[src/rtl/pipeline_ctrl_pkg.sv]
// Shared types and default sizing for the pipeline stall/flush sequencer.
package pipeline_ctrl_pkg;

    // Sequencer states; encoding 3 is unused and decays to RUN.
    typedef enum logic [1:0] {
        RUN      = 2'd0,
        MEM_WAIT = 2'd1,
        REDIRECT = 2'd2
    } ctrl_state_t;

    localparam int unsigned CNT_W_DEF       = 32;
    localparam int unsigned MEM_TIMEOUT_DEF = 255;
    localparam int unsigned TO_W_DEF        = $clog2(MEM_TIMEOUT_DEF + 1);

    // Width needed to hold a wait count up to and including the timeout value.
    function automatic int unsigned wait_cnt_width(input int unsigned timeout);
        return $clog2(timeout + 1);
    endfunction

endpackage

[src/rtl/pipeline_ctrl_sat_counter.sv]
// Saturating up-counter with synchronous clear; sticks at all-ones.
module sat_counter #(
    parameter int unsigned W = 8
) (
    input  logic         clk,
    input  logic         rst_n,
    input  logic         i_inc,
    input  logic         i_clr,
    output logic [W-1:0] o_cnt
);

    logic [W-1:0] r_cnt;

    // Count register: clear wins over increment, increment stops at the maximum.
    always_ff @(posedge clk or negedge rst_n) begin
        if (!rst_n) begin
            r_cnt <= '0;
        end else if (i_clr) begin
            r_cnt <= '0;
        end else if (i_inc && (r_cnt != {W{1'b1}})) begin
            r_cnt <= r_cnt + 1'b1;
        end
    end

    assign o_cnt = r_cnt;

endmodule

[src/rtl/pipeline_ctrl.sv]
// Central stall/flush sequencer: priority decoder for stage enables/flushes,
// a small FSM for data-memory waits and redirect bubbles, and statistics.
module pipeline_ctrl
    import pipeline_ctrl_pkg::*;
#(
    parameter int unsigned CNT_W       = CNT_W_DEF,
    parameter int unsigned MEM_TIMEOUT = MEM_TIMEOUT_DEF
) (
    input  logic             clk,
    input  logic             rst_n,
    input  logic             hz_fe_enable,
    input  logic             hz_if_id_clear,
    input  logic             hz_id_ex_clear,
    input  logic             ex_redirect,
    input  logic             imem_ready,
    input  logic             dmem_req,
    input  logic             dmem_ready,
    output logic             pc_en,
    output logic             pc_sel_redirect,
    output logic             if_id_en,
    output logic             id_ex_en,
    output logic             ex_mem_en,
    output logic             mem_wb_en,
    output logic             if_id_flush,
    output logic             id_ex_flush,
    output logic             mem_wb_flush,
    output logic [1:0]       ctrl_state,
    output logic [CNT_W-1:0] stall_cnt,
    output logic [CNT_W-1:0] flush_cnt,
    output logic             mem_timeout
);

    localparam int unsigned     TO_W    = wait_cnt_width(MEM_TIMEOUT);
    localparam logic [TO_W-1:0] TO_LAST = TO_W'(MEM_TIMEOUT - 1);

    ctrl_state_t     r_state;
    ctrl_state_t     w_state_nxt;
    logic            r_redir_pend;
    logic            w_redir_pend_nxt;
    logic            r_mem_timeout;
    logic            w_freeze;
    logic            w_redir_accept;
    logic            w_wait_inc;
    logic [TO_W-1:0] w_wait_cnt;

    // The whole pipeline freezes while the data memory has not answered.
    assign w_freeze       = dmem_req && !dmem_ready;
    // EX is held during a freeze, so a redirect is only taken once released.
    assign w_redir_accept = ex_redirect && !w_freeze;
    assign w_wait_inc     = (r_state == MEM_WAIT) && w_freeze;

    // State register plus the "redirect bubble still owed" marker.
    always_ff @(posedge clk or negedge rst_n) begin
        if (!rst_n) begin
            r_state      <= RUN;
            r_redir_pend <= 1'b0;
        end else begin
            r_state      <= w_state_nxt;
            r_redir_pend <= w_redir_pend_nxt;
        end
    end

    // Next-state logic; a freeze in REDIRECT remembers the bubble for after the wait.
    always_comb begin
        w_state_nxt      = RUN;
        w_redir_pend_nxt = r_redir_pend;
        case (r_state)
            RUN: begin
                if (w_freeze) begin
                    w_state_nxt = MEM_WAIT;
                end else if (w_redir_accept) begin
                    w_state_nxt = REDIRECT;
                end
            end
            MEM_WAIT: begin
                if (w_freeze) begin
                    w_state_nxt = MEM_WAIT;
                end else begin
                    w_redir_pend_nxt = 1'b0;
                    if (ex_redirect || r_redir_pend) begin
                        w_state_nxt = REDIRECT;
                    end
                end
            end
            REDIRECT: begin
                if (w_freeze) begin
                    w_state_nxt      = MEM_WAIT;
                    w_redir_pend_nxt = 1'b1;
                end else if (w_redir_accept) begin
                    w_state_nxt = REDIRECT;
                end
            end
            default: begin
                w_state_nxt      = RUN;
                w_redir_pend_nxt = 1'b0;
            end
        endcase
    end

    // Priority decoder for enables/flushes; reset forces every stage to a bubble.
    always_comb begin
        pc_en           = 1'b1;
        pc_sel_redirect = 1'b0;
        if_id_en        = 1'b1;
        id_ex_en        = 1'b1;
        ex_mem_en       = 1'b1;
        mem_wb_en       = 1'b1;
        if_id_flush     = 1'b0;
        id_ex_flush     = 1'b0;
        mem_wb_flush    = 1'b0;

        if (w_freeze) begin
            pc_en     = 1'b0;
            if_id_en  = 1'b0;
            id_ex_en  = 1'b0;
            ex_mem_en = 1'b0;
            mem_wb_en = 1'b0;
        end else if (ex_redirect) begin
            pc_sel_redirect = 1'b1;
            if_id_flush     = 1'b1;
            id_ex_flush     = 1'b1;
        end else if (r_state == REDIRECT) begin
            pc_en       = imem_ready;
            if_id_flush = 1'b1;
        end else if (hz_id_ex_clear) begin
            // IF/ID is held, not flushed, so the stalled instruction survives.
            pc_en       = 1'b0;
            if_id_en    = 1'b0;
            id_ex_flush = 1'b1;
        end else if (hz_if_id_clear || !hz_fe_enable) begin
            pc_en       = 1'b0;
            if_id_flush = 1'b1;
        end else if (!imem_ready) begin
            pc_en       = 1'b0;
            if_id_flush = 1'b1;
        end

        // Leaving MEM_WAIT: MEM/WB already captured this result once.
        if ((r_state == MEM_WAIT) && !w_freeze) begin
            mem_wb_flush = 1'b1;
            mem_wb_en    = 1'b1;
        end

        if (!rst_n) begin
            pc_en           = 1'b0;
            pc_sel_redirect = 1'b0;
            if_id_en        = 1'b0;
            id_ex_en        = 1'b0;
            ex_mem_en       = 1'b0;
            mem_wb_en       = 1'b0;
            if_id_flush     = 1'b1;
            id_ex_flush     = 1'b1;
            mem_wb_flush    = 1'b1;
        end
    end

    // Sticky timeout flag: sets on the edge where the wait count reaches the limit.
    always_ff @(posedge clk or negedge rst_n) begin
        if (!rst_n) begin
            r_mem_timeout <= 1'b0;
        end else if (w_wait_inc && (w_wait_cnt == TO_LAST)) begin
            r_mem_timeout <= 1'b1;
        end
    end

    sat_counter #(.W(CNT_W)) u_stall_cnt (
        .clk   (clk),
        .rst_n (rst_n),
        .i_inc (!pc_en),
        .i_clr (1'b0),
        .o_cnt (stall_cnt)
    );

    sat_counter #(.W(CNT_W)) u_flush_cnt (
        .clk   (clk),
        .rst_n (rst_n),
        .i_inc (w_redir_accept),
        .i_clr (1'b0),
        .o_cnt (flush_cnt)
    );

    sat_counter #(.W(TO_W)) u_wait_cnt (
        .clk   (clk),
        .rst_n (rst_n),
        .i_inc (w_wait_inc),
        .i_clr (!w_wait_inc),
        .o_cnt (w_wait_cnt)
    );

    assign ctrl_state  = r_state;
    assign mem_timeout = r_mem_timeout;

endmodule

[config.mk]
export PLATFORM = sky130hd
export DESIGN_NAME = pipeline_ctrl
export DESIGN_NICKNAME = d
export VERILOG_FILES = /design/src/rtl/pipeline_ctrl_pkg.sv /design/src/rtl/pipeline_ctrl_sat_counter.sv /design/src/rtl/pipeline_ctrl.sv
export SDC_FILE = /design/constraint.sdc
export NUM_CORES = 1
export LEC_CHECK = 0
export CAP_MARGIN = 20
export CORE_UTILIZATION = 55
export CTS_BUF_LIST = sky130_fd_sc_hd__clkbuf_16
export CTS_CLUSTER_DIAMETER = 80
export DETAILED_ROUTE_END_ITERATION = 6
export GPL_TIMING_DRIVEN = 0
export MAX_ROUTING_LAYER = met4
export PLACE_DENSITY = 0.93
export SLEW_MARGIN = 20
export SYNTH_ARGS = -nofsm -noshare
export SYNTH_HDL_FRONTEND = slang
export SYNTH_SLANG_ARGS = --single-unit
[constraint.sdc]
create_clock -name clk -period 3 [get_ports clk]
set_input_delay 0.3 -clock clk [delete_from_list [all_inputs] [get_ports clk]]
set_output_delay 0.3 -clock clk [all_outputs]
set_load 0.005 [all_outputs]
==> flow_summary_export.csv <==
group,metric,value,unit
drt,vias,3422,
clock_tree,clkTransAtPathRegs,0.06,ns
logic_synthesis,ys_warn_count,0,
logic_synthesis,syn-mean-instance-area,10.2,µm²
cells_and_area,fin_nets,489,
power_and_ir_drop,power.internal,2.25,mW
logic_synthesis,synthAdderAreaFrac,1.31,%
placed_design,place_area,4780,µm²
logic_synthesis,synth_edf_count,0,
timing,hold_viol,0,
drt,drtIter0Drc,225,
power_and_ir_drop,cellLeakagePower,2.19,nW
drt,drc,0,
logic_synthesis,netlist_area,3820,µm²
cells_and_area,layout_commonest_cell,"clkdlybuf4s50_1",
power_and_ir_drop,sequentialPowerShare,42.7,%
worst_setup_path,crit_path_max_incr_delay,0.55,ns
logic_synthesis,synth_top_family_by_area,"simple AND/OR/NAND/NOR gates",
global_routing,grt_max_degree,39,
timing,worst_slew_pin_slew,0.801,ns
die,die_h,85.4,µm
timing,drv_slew,0,
worst_setup_path,cp.required,2.70,ns
worst_setup_path,cp-start-kind,"input port",
worst_setup_path,crit_buf_inv,3,
drt,drtAntennaViolNets,0,
logic_synthesis,synthFlopType,"dfrtp_1",
drt,firstDrtPassIters,5,
worst_setup_path,crit_type,"in2out",
worst_setup_path,cp-end-kind,"output pin",
timing,whs,0.445,ns
worst_setup_path,worstPathMaxFanout,10,
power_and_ir_drop,power_frac_clock,36.8,%
global_routing,grt_overflow_total,0,
clock_tree,insertion_delay,0.34,ns
clock_tree,htreeDepth,3,
timing,period_share,90.9,%
timing,setup_viol,0,
cells_and_area,diodes,0,
timing,finClkSkew,0.00788,ns
clock_tree,cts_buffer_depth,2,
worst_hold_path,hold_class,"in2reg",
worst_setup_path,path_cells,"clkdlybuf4s50_1 > nand2b_1 > o211ai_1 > nor2_2 > clkbuf_2 > clkdlybuf4s50_1",
logic_synthesis,syn_inst,375,
logic_synthesis,synthXorXnorAreaFrac,14.0,%
timing,rsz0062_at_grt,"false",
power_and_ir_drop,combPwrFrac,20.5,%
placed_design,dp_hpwl,6.61,mm
cells_and_area,final_cells,561,
worst_setup_path,worstPathArrival,2.43,ns
power_and_ir_drop,power_density,607,nW/µm²
drt,avgViaCountPerCell,6.10,
global_routing,antenna_found_initial,0,
cells_and_area,area_delta_synth_final,35.6,%
logic_synthesis,yosysSeqAreaShare,49.7,%
logic_synthesis,synth_fp_nets,388,
worst_setup_path,critPathMostFrequentCell,"clkdlybuf4s50_1",
global_routing,grt_pass1_vias,3359,
timing,fmax,0.367,GHz
die,fp.dieArea,7290,µm²
power_and_ir_drop,p_switching,0.898,mW
power_and_ir_drop,swShare,28.5,%
logic_synthesis,synthArstFlopShare,100,%
placed_design,io_buffers,83,
die,row_count,30,
die,ioPinCount,85,
placed_design,dp_cells,539,
die,fp.dieW,85.4,µm
logic_synthesis,synth.area.mux_share,1.44,%
placed_design,gp_congestion,0.871,
timing,relSlewSlack,46.4,%
cells_and_area,drive_gt1_share,7.90,%
logic_synthesis,synth-simple-area-share,26.1,%
cells_and_area,final_cell_area,5180,µm²
drt,wirelength,10.2,mm
clock_tree,cts_buffers,9,
clock_tree,cts_tree,"done",
logic_synthesis,ys_types,43,
logic_synthesis,synth-compound-area-share,5.27,%
flow_run,drv_cap,0,
logic_synthesis,synth_top_area_share,49.7,%
global_routing,grt_pass1_wl,16.5,mm
run_status,outcome,"completed",
clock_tree,clock-sinks,76,
global_routing,grt.total_usage,30.4,%
logic_synthesis,yosysTopAreaCell,"dfrtp_1",
logic_synthesis,synth_area_leaders,"dfrtp_1 (50%), xor2_1 (7.8%), xnor2_1 (6.2%), nand3_1 (3.8%), nand2_1 (3.1%)",
die,coreArea,6760,µm²
logic_synthesis,ys_ff_latch,76,
power_and_ir_drop,ir_worst_vdd,0.719,mV
timing,period_needed,2.73,ns
die,start_util,56.6,%
worst_setup_path,path_delay_family,"buffers and inverters",
clock_tree,ctsRootBufferMaster,"clkbuf_16",
worst_setup_path,cpMaxStageDelayCell,"clkdlybuf4s50_1",
cells_and_area,final_cell_mix,"clkdlybuf4s50_1 (82), dfrtp_1 (76), xor2_1 (34)",
drt,wl_per_cell,18.1,µm
cells by family (layout without fill, tap and decap cells):
| kind of cell | after synthesis | after routing |
|---|---|---|
| and+or+nand+nor | 178 | 178 |
| DFF | 76 | 76 |
| xor gates and xnor gates | 61 | 61 |
| AOI/OAI and AO/OA | 32 | 32 |
| buffers and inverters | 19 | 125 |
| muxes | 5 | 5 |
| adders and majority gates | 4 | 4 |
metrics by stage:
stage / utilization [%] / total power [mW] / setup TNS (ns) / worst slack (ns)
2_1_floorplan: - / 1.55 / 0 / 1.05
3_3_place_gp: 70.4 / 1.90 / -162.67 / -2.96
3_5_place_dp: 70.7 / 1.95 / -0.0567 / -0.0567
4_1_cts: 76.5 / 3.14 / 0 / 0.000508
6_report: 76.7 / 3.15 / 0 / 0.272
5_1_grt: 76.7 / 3.26 / 0 / 0.0993
synth_stat cells (2+ instances only):
cell and n:
a21oi_1 6, mux2_2 4, xnor2_1 27, nor3_1 19, nor2_1 28, and2_1 3
or4_1 2, nand3_1 29, or3_1 3, nand3b_1 2, nand2_1 32, clkbuf_1 4
buf_4 3, nand4_1 19, nor4_1 8, nor3b_1 4, o21ai_0 10, nand2b_1 2
nor2b_1 2, ha_1 4, a31oi_1 4, o211ai_1 2, nor4b_1 2, o2111ai_1 2
and4_1 4, inv_1 12, nor4_4 2, dfrtp_1 76, a211oi_1 3, and3_1 11
xor2_1 34
layer usage:
| layer | vias up | GRT usage [%] | part of all wire (%) |
|---|---|---|---|
| met3 | 42 | 5.06 | 6.7 |
| li1 | 1531 | - | - |
| met4 | 0 | 15.0 | 3.6 |
| met2 | 196 | 48.1 | 50 |
| met1 | 1653 | 38.2 | 40 |
| met5 | - | - | 0 |
registers in the layout, indices dropped and copies added (netlist names):
signal and cells:
ctrl_state 2, u_flush_cnt.o_cnt 32, r_redir_pend 1, u_stall_cnt.o_cnt 32
mem_timeout 1, u_wait_cnt.o_cnt 8
timing repair:
item                       4_1_cts  5_1_grt
buffers inserted                 0        2
pin swaps                        0        1
hold buffers                     4        0
setup endpoints to repair        1        1
hold endpoints to repair        32        0
gates resized for setup          1        2
cell type report:
class,instances,area (µm²)
timing repair buffer,90,941
fill,428,1570
buffer,7,38.8
clock buffer,9,225
multi-input combinational,280,1840
inverter,12,45.0
sequential,76,1900
clock inverter,7,91.3
tap,80,100
power by group through the flow:
stage | sequential, mW | clock (mW) | combinational, mW
after floorplan | 1.32 | 0 | 0.234
after global placement | 1.33 | 0 | 0.566
after detailed placement | 1.34 | 0 | 0.605
after CTS | 1.33 | 1.17 | 0.637
after global routing | 1.36 | 1.22 | 0.688
final | 1.34 | 1.16 | 0.644
path summary, 6_finish.rpt:
check | depth (start not counted) | start | endpoint | slack (ns)
setup / recovery | 6 | dmem_ready | pc_en | 0.27
setup reg to reg | 7 | u_stall_cnt.o_cnt[0] | u_stall_cnt.o_cnt[7] | 0.63
hold reg to reg | 2 | mem_timeout | mem_timeout | 0.47
max in group asynchronous | 4 | rst_n | u_stall_cnt.o_cnt[10] | 2.14
min in group asynchronous | 3 | rst_n | u_flush_cnt.o_cnt[26] | 0.47
hold / removal | 3 | ex_redirect | ctrl_state[1] | 0.44
worst register-to-register path, stage by stage (launching register included):
cell and delay [ns]:
dfrtp_1 0.41, ha_1 0.20, nand4_1 0.28, or3_1 0.45, nor3_4 0.39, buf_4 0.26
nor3_1 0.09, xor2_1 0.16
Power figures use the tool's default switching activity.
